## src/rtl/cpu_phase_sequencer_if.sv

```systemverilog
`default_nettype none
// ============================================================================
// Module   : cpu_phase_sequencer_if
// Brief    : Handshake/strobe bundle between the phase sequencer and datapath.
// Revision : 1.0 - initial release
// ============================================================================
interface cpu_phase_sequencer_if #(
    parameter int COUNT_W = 32
);
    logic               start;
    logic               halt_req;
    logic [10:0]        opcode;
    logic               mem_read;
    logic               mem_write;
    logic               branch;
    logic               uncond_branch;
    logic               mem_ack;
    logic               fetch_en;
    logic               decode_en;
    logic               exec_en;
    logic               mem_req;
    logic               wb_en;
    logic               pc_en;
    logic               busy;
    logic               halted;
    logic               err;
    logic [2:0]         state;
    logic [COUNT_W-1:0] retired_count;

    modport master (
        output start, halt_req, opcode, mem_read, mem_write, branch, uncond_branch, mem_ack,
        input  fetch_en, decode_en, exec_en, mem_req, wb_en, pc_en, busy, halted, err,
               state, retired_count
    );

    modport slave (
        input  start, halt_req, opcode, mem_read, mem_write, branch, uncond_branch, mem_ack,
        output fetch_en, decode_en, exec_en, mem_req, wb_en, pc_en, busy, halted, err,
               state, retired_count
    );
endinterface
`default_nettype wire

```

## src/rtl/cpu_phase_sequencer.sv

```systemverilog
`default_nettype none
// ============================================================================
// Module   : cpu_phase_sequencer
// Brief    : Multicycle LEGv8 phase controller; optional PERF_COUNT_EN macro
//            enables the saturating retired-instruction counter.
// Revision : 1.0 - initial release
// ============================================================================
module cpu_phase_sequencer #(
    parameter logic [10:0] HALT_OPCODE = 11'h7FF,
    parameter int          MEM_TIMEOUT = 16,
    parameter int          COUNT_W     = 32
) (
    input  logic                  clk,
    input  logic                  reset,
    cpu_phase_sequencer_if.slave  bus
);

    typedef enum logic [2:0] {
        ST_IDLE   = 3'd0,
        ST_FETCH  = 3'd1,
        ST_DECODE = 3'd2,
        ST_EXEC   = 3'd3,
        ST_MEM    = 3'd4,
        ST_WB     = 3'd5,
        ST_HALT   = 3'd6,
        ST_ERR    = 3'd7
    } state_t;

    localparam int               TMO_W    = (MEM_TIMEOUT > 1) ? $clog2(MEM_TIMEOUT) : 1;
    localparam logic [TMO_W-1:0] TMO_LAST = TMO_W'(MEM_TIMEOUT - 1);

    state_t           state_q, state_d, boundary;
    logic [TMO_W-1:0] tmo_q, tmo_d;
    logic             halt_lat_q, halt_lat_d;
    logic             pc_en_raw;
    logic             busy_w;

    assign busy_w = (state_q == ST_FETCH) || (state_q == ST_DECODE) || (state_q == ST_EXEC) ||
                    (state_q == ST_MEM)   || (state_q == ST_WB);

    always_comb begin
        state_d    = state_q;
        tmo_d      = '0;
        pc_en_raw  = 1'b0;
        // halt_req in the instruction's final cycle still counts toward the boundary decision
        boundary   = (halt_lat_q || bus.halt_req) ? ST_IDLE : ST_FETCH;
        case (state_q)
            ST_IDLE:   if (bus.start) state_d = ST_FETCH;
            ST_FETCH:  state_d = ST_DECODE;
            ST_DECODE: state_d = (bus.opcode == HALT_OPCODE) ? ST_HALT : ST_EXEC;
            ST_EXEC: begin
                if (bus.mem_read || bus.mem_write) begin
                    state_d = ST_MEM;
                end else if (bus.branch || bus.uncond_branch) begin
                    pc_en_raw = 1'b1;
                    state_d   = boundary;
                end else begin
                    state_d = ST_WB;
                end
            end
            ST_MEM: begin
                if (bus.mem_ack) begin
                    if (bus.mem_read) begin
                        state_d = ST_WB;
                    end else begin
                        pc_en_raw = 1'b1;
                        state_d   = boundary;
                    end
                end else if (tmo_q == TMO_LAST) begin
                    state_d = ST_ERR;
                end else begin
                    tmo_d = tmo_q + TMO_W'(1);
                end
            end
            ST_WB: begin
                pc_en_raw = 1'b1;
                state_d   = boundary;
            end
            ST_HALT:   if (bus.start) state_d = ST_FETCH;
            ST_ERR:    state_d = ST_ERR;
            default:   state_d = ST_IDLE;
        endcase

        // The latch only tracks the instruction in flight, so it restarts at each FETCH.
        halt_lat_d = halt_lat_q || (busy_w && bus.halt_req);
        if ((state_d == ST_IDLE) || (state_d == ST_FETCH)) begin
            halt_lat_d = 1'b0;
        end
    end

    always_ff @(posedge clk) begin
        if (reset) begin
            state_q    <= ST_IDLE;
            tmo_q      <= '0;
            halt_lat_q <= 1'b0;
        end else begin
            state_q    <= state_d;
            tmo_q      <= tmo_d;
            halt_lat_q <= halt_lat_d;
        end
    end

    // Strobes are masked during reset so an aborted instruction never commits.
    assign bus.fetch_en  = !reset && (state_q == ST_FETCH);
    assign bus.decode_en = !reset && (state_q == ST_DECODE);
    assign bus.exec_en   = !reset && (state_q == ST_EXEC);
    assign bus.mem_req   = !reset && (state_q == ST_MEM);
    assign bus.wb_en     = !reset && (state_q == ST_WB);
    assign bus.pc_en     = !reset && pc_en_raw;
    assign bus.busy      = busy_w;
    assign bus.halted    = (state_q == ST_HALT);
    assign bus.err       = (state_q == ST_ERR);
    assign bus.state     = state_q;

`ifdef PERF_COUNT_EN
    logic [COUNT_W-1:0] count_q;

    always_ff @(posedge clk) begin
        if (reset) begin
            count_q <= '0;
        end else if (pc_en_raw && (count_q != {COUNT_W{1'b1}})) begin
            count_q <= count_q + COUNT_W'(1);
        end
    end

    assign bus.retired_count = count_q;
`else
    assign bus.retired_count = {COUNT_W{1'b0}};
`endif

endmodule
`default_nettype wire

```

## src/flat_wrapper.sv

```systemverilog
// flat-port wrapper written by rule: the top's interface ports become plain ports
module cpu_phase_sequencer_flat 
#(
    parameter logic [10:0] HALT_OPCODE = 11'h7FF,
    parameter int          MEM_TIMEOUT = 16,
    parameter int          COUNT_W     = 32
)
  (clk, reset, bus_start, bus_halt_req, bus_opcode, bus_mem_read, bus_mem_write, bus_branch, bus_uncond_branch, bus_mem_ack, bus_fetch_en, bus_decode_en, bus_exec_en, bus_mem_req, bus_wb_en, bus_pc_en, bus_busy, bus_halted, bus_err, bus_state, bus_retired_count);
  cpu_phase_sequencer_if #(.COUNT_W(COUNT_W)) bus_i ();
  input  logic clk;
  input  logic reset;
  input wire logic [$bits(bus_i.start)-1:0] bus_start;
  input wire logic [$bits(bus_i.halt_req)-1:0] bus_halt_req;
  input wire logic [$bits(bus_i.opcode)-1:0] bus_opcode;
  input wire logic [$bits(bus_i.mem_read)-1:0] bus_mem_read;
  input wire logic [$bits(bus_i.mem_write)-1:0] bus_mem_write;
  input wire logic [$bits(bus_i.branch)-1:0] bus_branch;
  input wire logic [$bits(bus_i.uncond_branch)-1:0] bus_uncond_branch;
  input wire logic [$bits(bus_i.mem_ack)-1:0] bus_mem_ack;
  output wire logic [$bits(bus_i.fetch_en)-1:0] bus_fetch_en;
  output wire logic [$bits(bus_i.decode_en)-1:0] bus_decode_en;
  output wire logic [$bits(bus_i.exec_en)-1:0] bus_exec_en;
  output wire logic [$bits(bus_i.mem_req)-1:0] bus_mem_req;
  output wire logic [$bits(bus_i.wb_en)-1:0] bus_wb_en;
  output wire logic [$bits(bus_i.pc_en)-1:0] bus_pc_en;
  output wire logic [$bits(bus_i.busy)-1:0] bus_busy;
  output wire logic [$bits(bus_i.halted)-1:0] bus_halted;
  output wire logic [$bits(bus_i.err)-1:0] bus_err;
  output wire logic [$bits(bus_i.state)-1:0] bus_state;
  output wire logic [$bits(bus_i.retired_count)-1:0] bus_retired_count;
  assign bus_i.start = bus_start;
  assign bus_i.halt_req = bus_halt_req;
  assign bus_i.opcode = bus_opcode;
  assign bus_i.mem_read = bus_mem_read;
  assign bus_i.mem_write = bus_mem_write;
  assign bus_i.branch = bus_branch;
  assign bus_i.uncond_branch = bus_uncond_branch;
  assign bus_i.mem_ack = bus_mem_ack;
  assign bus_fetch_en = bus_i.fetch_en;
  assign bus_decode_en = bus_i.decode_en;
  assign bus_exec_en = bus_i.exec_en;
  assign bus_mem_req = bus_i.mem_req;
  assign bus_wb_en = bus_i.wb_en;
  assign bus_pc_en = bus_i.pc_en;
  assign bus_busy = bus_i.busy;
  assign bus_halted = bus_i.halted;
  assign bus_err = bus_i.err;
  assign bus_state = bus_i.state;
  assign bus_retired_count = bus_i.retired_count;
  cpu_phase_sequencer #(.HALT_OPCODE(HALT_OPCODE), .MEM_TIMEOUT(MEM_TIMEOUT), .COUNT_W(COUNT_W)) u_core (.clk(clk), .reset(reset), .bus(bus_i));
endmodule
```

## config.mk

```make
export PLATFORM = sky130hd
export DESIGN_NAME = cpu_phase_sequencer_flat
export DESIGN_NICKNAME = d
export VERILOG_FILES = /design/src/rtl/cpu_phase_sequencer_if.sv /design/src/rtl/cpu_phase_sequencer.sv /design/src/flat_wrapper.sv
export SDC_FILE = /design/constraint.sdc
export NUM_CORES = 1
export LEC_CHECK = 0
export CAP_MARGIN = 15
export CELL_PAD_IN_SITES_DETAIL_PLACEMENT = 0
export CELL_PAD_IN_SITES_GLOBAL_PLACEMENT = 2
export CORE_MARGIN = 2
export CORE_UTILIZATION = 17
export CTS_CLUSTER_DIAMETER = 150
export DETAILED_ROUTE_END_ITERATION = 8
export HOLD_SLACK_MARGIN = 0.02
export PLACE_DENSITY = 0.83
export SETUP_SLACK_MARGIN = 0.02
export SYNTH_ARGS = -nofsm -noshare
export SYNTH_HDL_FRONTEND = slang
export SYNTH_SLANG_ARGS = --single-unit
```

## constraint.sdc

```tcl
create_clock -name clk -period 4.5 [get_ports clk]
set_clock_uncertainty 0.1 [all_clocks]
set_input_delay 0.675 -clock clk [delete_from_list [all_inputs] [get_ports clk]]
set_output_delay 0.675 -clock clk [all_outputs]
set_load 0.01 [all_outputs]
```

==> impl_metrics.tcl <==
set metrics [dict create \
    overflow 0 \
    port_buffers 31 \
    drive_gt1_share_pct 5.674 \
    leakagePower_nw 0.4499 \
    rsz0062_at_grt "false" \
    die_h_um 73.38 \
    layout.cells.non_filler 195 \
    postRouteWirelength_um 1864 \
    vias_per_cell 3.790 \
    run_status "finished clean" \
    grt_start_max_net_pins 19 \
    worst_skew_pair.late_latency_ns 0.22 \
    cts_htree_levels 1 \
    required_ns 3.72 \
    ys_ff_latch 8 \
    drt_iter0_drc 25 \
    cts_tree "yes" \
    tightest_slew_ns 0.5482 \
    boundaryPins 64 \
    wire_per_inst_um 9.559 \
    synth_area_per_cell_um2 7.306 \
    dp.cells 192 \
    first_pass_iters 3 \
    ctsHoldBuffers 0 \
    ys_types 32 \
    maxSlewHeadroom_pct 63.41 \
    ir_drop_v 0.00008550 \
    cts.repair.resized 0 \
    setup-tns-final_ns 0 \
    antenna_left 0 \
    clk_pin_slew_ns 0.04 \
    hold_viol 0 \
    cts-root-buf "clkbuf_8" \
    period_needed_ns 3.270 \
    crit_path_start_kind "input pin" \
    grtUsageTotal_pct 6.955 \
    fmax_mhz 305.9 \
    ys_warn_count 0 \
    synth_area_um2 818.3 \
    dp_hpwl_um 1502 \
    grt_first_pass_wirelength_um 2870 \
    finalNetCount 164 \
    initial_core_util_pct 17.44 \
    final_cell_mix "conb_1, clkdlybuf4s50_1, nor2_1, dfxtp_1, nor3_1" \
    crit_type "input pin to primary output" \
    layout_commonest_cell "conb_1" \
    antenna_found_initial 0 \
    coreArea_mm2 0.004692 \
    grt_pass1_vias 629 \
    maxSlewViolCount 0 \
    cp-end-kind "primary output" \
    antennaDiodeCount 0 \
    fp-row-count 25 \
    drc 0 \
    hold_class "flop to flop" \
    synth_cells 112 \
    max_cap_violations 0 \
    setup_violations 0 \
    ys_seq_area_share_pct 19.57 \
    postCtsSetupRepairBufs 0 \
    crit_arrival_ns 2.49 \
    die_w_um 73.38 \
    fillers 531 \
    power_density_mw_per_mm2 221.7 \
    num_vias 739 \
    post-route-period-util_pct 72.66 \
    clock_tree.buffer_depth 2 \
    dieArea_mm2 0.005385 \
    timing.hold.ws_ns 0.3423 \
    cts_sinks 8 \
    crit_fanout 3 \
    cts_buffers 3 \
    area_growth_pct 34.25 \
    gp_congestion 0.7634 \
]
==> critical path, stage by stage <==
cell             delay, ns
clkdlybuf4s50_1       0.43
or3_1                 0.38
nor3_1                0.16
o21ai_0               0.10
a21oi_1               0.18
clkdlybuf4s50_1       0.56
==> metal layers <==
layer  up-vias  share of wire, %  global-route usage [%]
li1        382                 -                       -
met1       318                45                   8.230
met2        37                45                   11.31
met3         2                10                   3.704
met4         0              0.32                   1.212
met5         -                 0                       0
==> cell type report <==
class | count | area (um^2) | area share, %
clock buffers | 3 | 41.29 | 3.759
multi-input cells | 95 | 504.2 | 45.90
flip-flops and latches | 8 | 160.2 | 14.58
well taps | 54 | 67.56 | 6.150
repair buffers | 31 | 310.3 | 28.25
inverters | 4 | 15.01 | 1.367
==> registers in the layout, summed over array words and instances (netlist names) <==
signal and flops:
u_core.halt_lat_q 1, u_core.tmo_q 4, u_core.bus.state 3
==> final timing paths <==
check                      startpoint           endpoint  slack (ns)  cells after the start
setup / recovery         bus_mem_read          bus_pc_en        1.23                      6
hold / removal        u_core.tmo_q[0]    u_core.tmo_q[0]        0.34                      1
setup reg to reg  u_core.bus.state[2]  u_core.halt_lat_q        2.67                      4
hold reg to reg       u_core.tmo_q[0]    u_core.tmo_q[0]        0.34                      1
==> power breakdown <==
part	internal, mW	switching, mW
clock network	0.0577	0.0259
logic	0.0390	0.0357
registers	0.0745	0.0107
==> cell usage after synthesis, drive strengths merged <==
cell | n | area share [%]
buf | 33 | 30
dfxtp | 8 | 20
nor2 | 8 | 3.7
nor3 | 7 | 4.3
a21oi | 5 | 3.5
inv | 4 | 1.8
nor2b | 4 | 3.1
o21ai | 4 | 2.4
and3 | 3 | 2.3
clkbuf | 3 | 1.4
nand2 | 3 | 1.4
nand4 | 3 | 2.3
nor3b | 3 | 2.8
or3 | 3 | 2.3
a31oi | 2 | 1.5
nand2b | 2 | 1.8
nand3 | 2 | 1.2
o21bai | 2 | 1.8
o31a | 2 | 2.1
or2 | 2 | 1.5
a2111oi | 1 | 1.1
a221o | 1 | 1.2
conb | 1 | 0.46
ha | 1 | 1.5
nor4 | 1 | 0.77
o21ba | 1 | 1.2
o31ai | 1 | 0.92
xnor2 | 1 | 1.1
xor2 | 1 | 1.1
==> through the flow <==
| stage | area [um^2] | total power [mW] | util, % | worst slack (ns) |
|---|---|---|---|---|
| floorplan | 934.6 | 0.1451 | - | 2.236 |
| CTS | 1099 | 0.2468 | 23.41 | 1.238 |
| global route | 1099 | 0.2627 | 23.41 | 1.055 |
| global placement | 1057 | 0.1610 | 22.53 | 1.245 |
| finish | 1099 | 0.2435 | 23.41 | 1.231 |
| detailed placement | 1057 | 0.1612 | 22.53 | 1.241 |
==> kinds of logic (layout without fill, tap and decap cells) <==
group	count (synthesis)	in the layout	synth area share [%]
xor+xnor	2	2	2.141
buf+inv	40	38	33.03
simple gates	41	41	27.37
fa+ha+maj	1	1	1.529
flops	8	8	19.57
other cells	1	32	0.4583
compound gates	19	19	15.90
(Power assumes the default switching activity.)
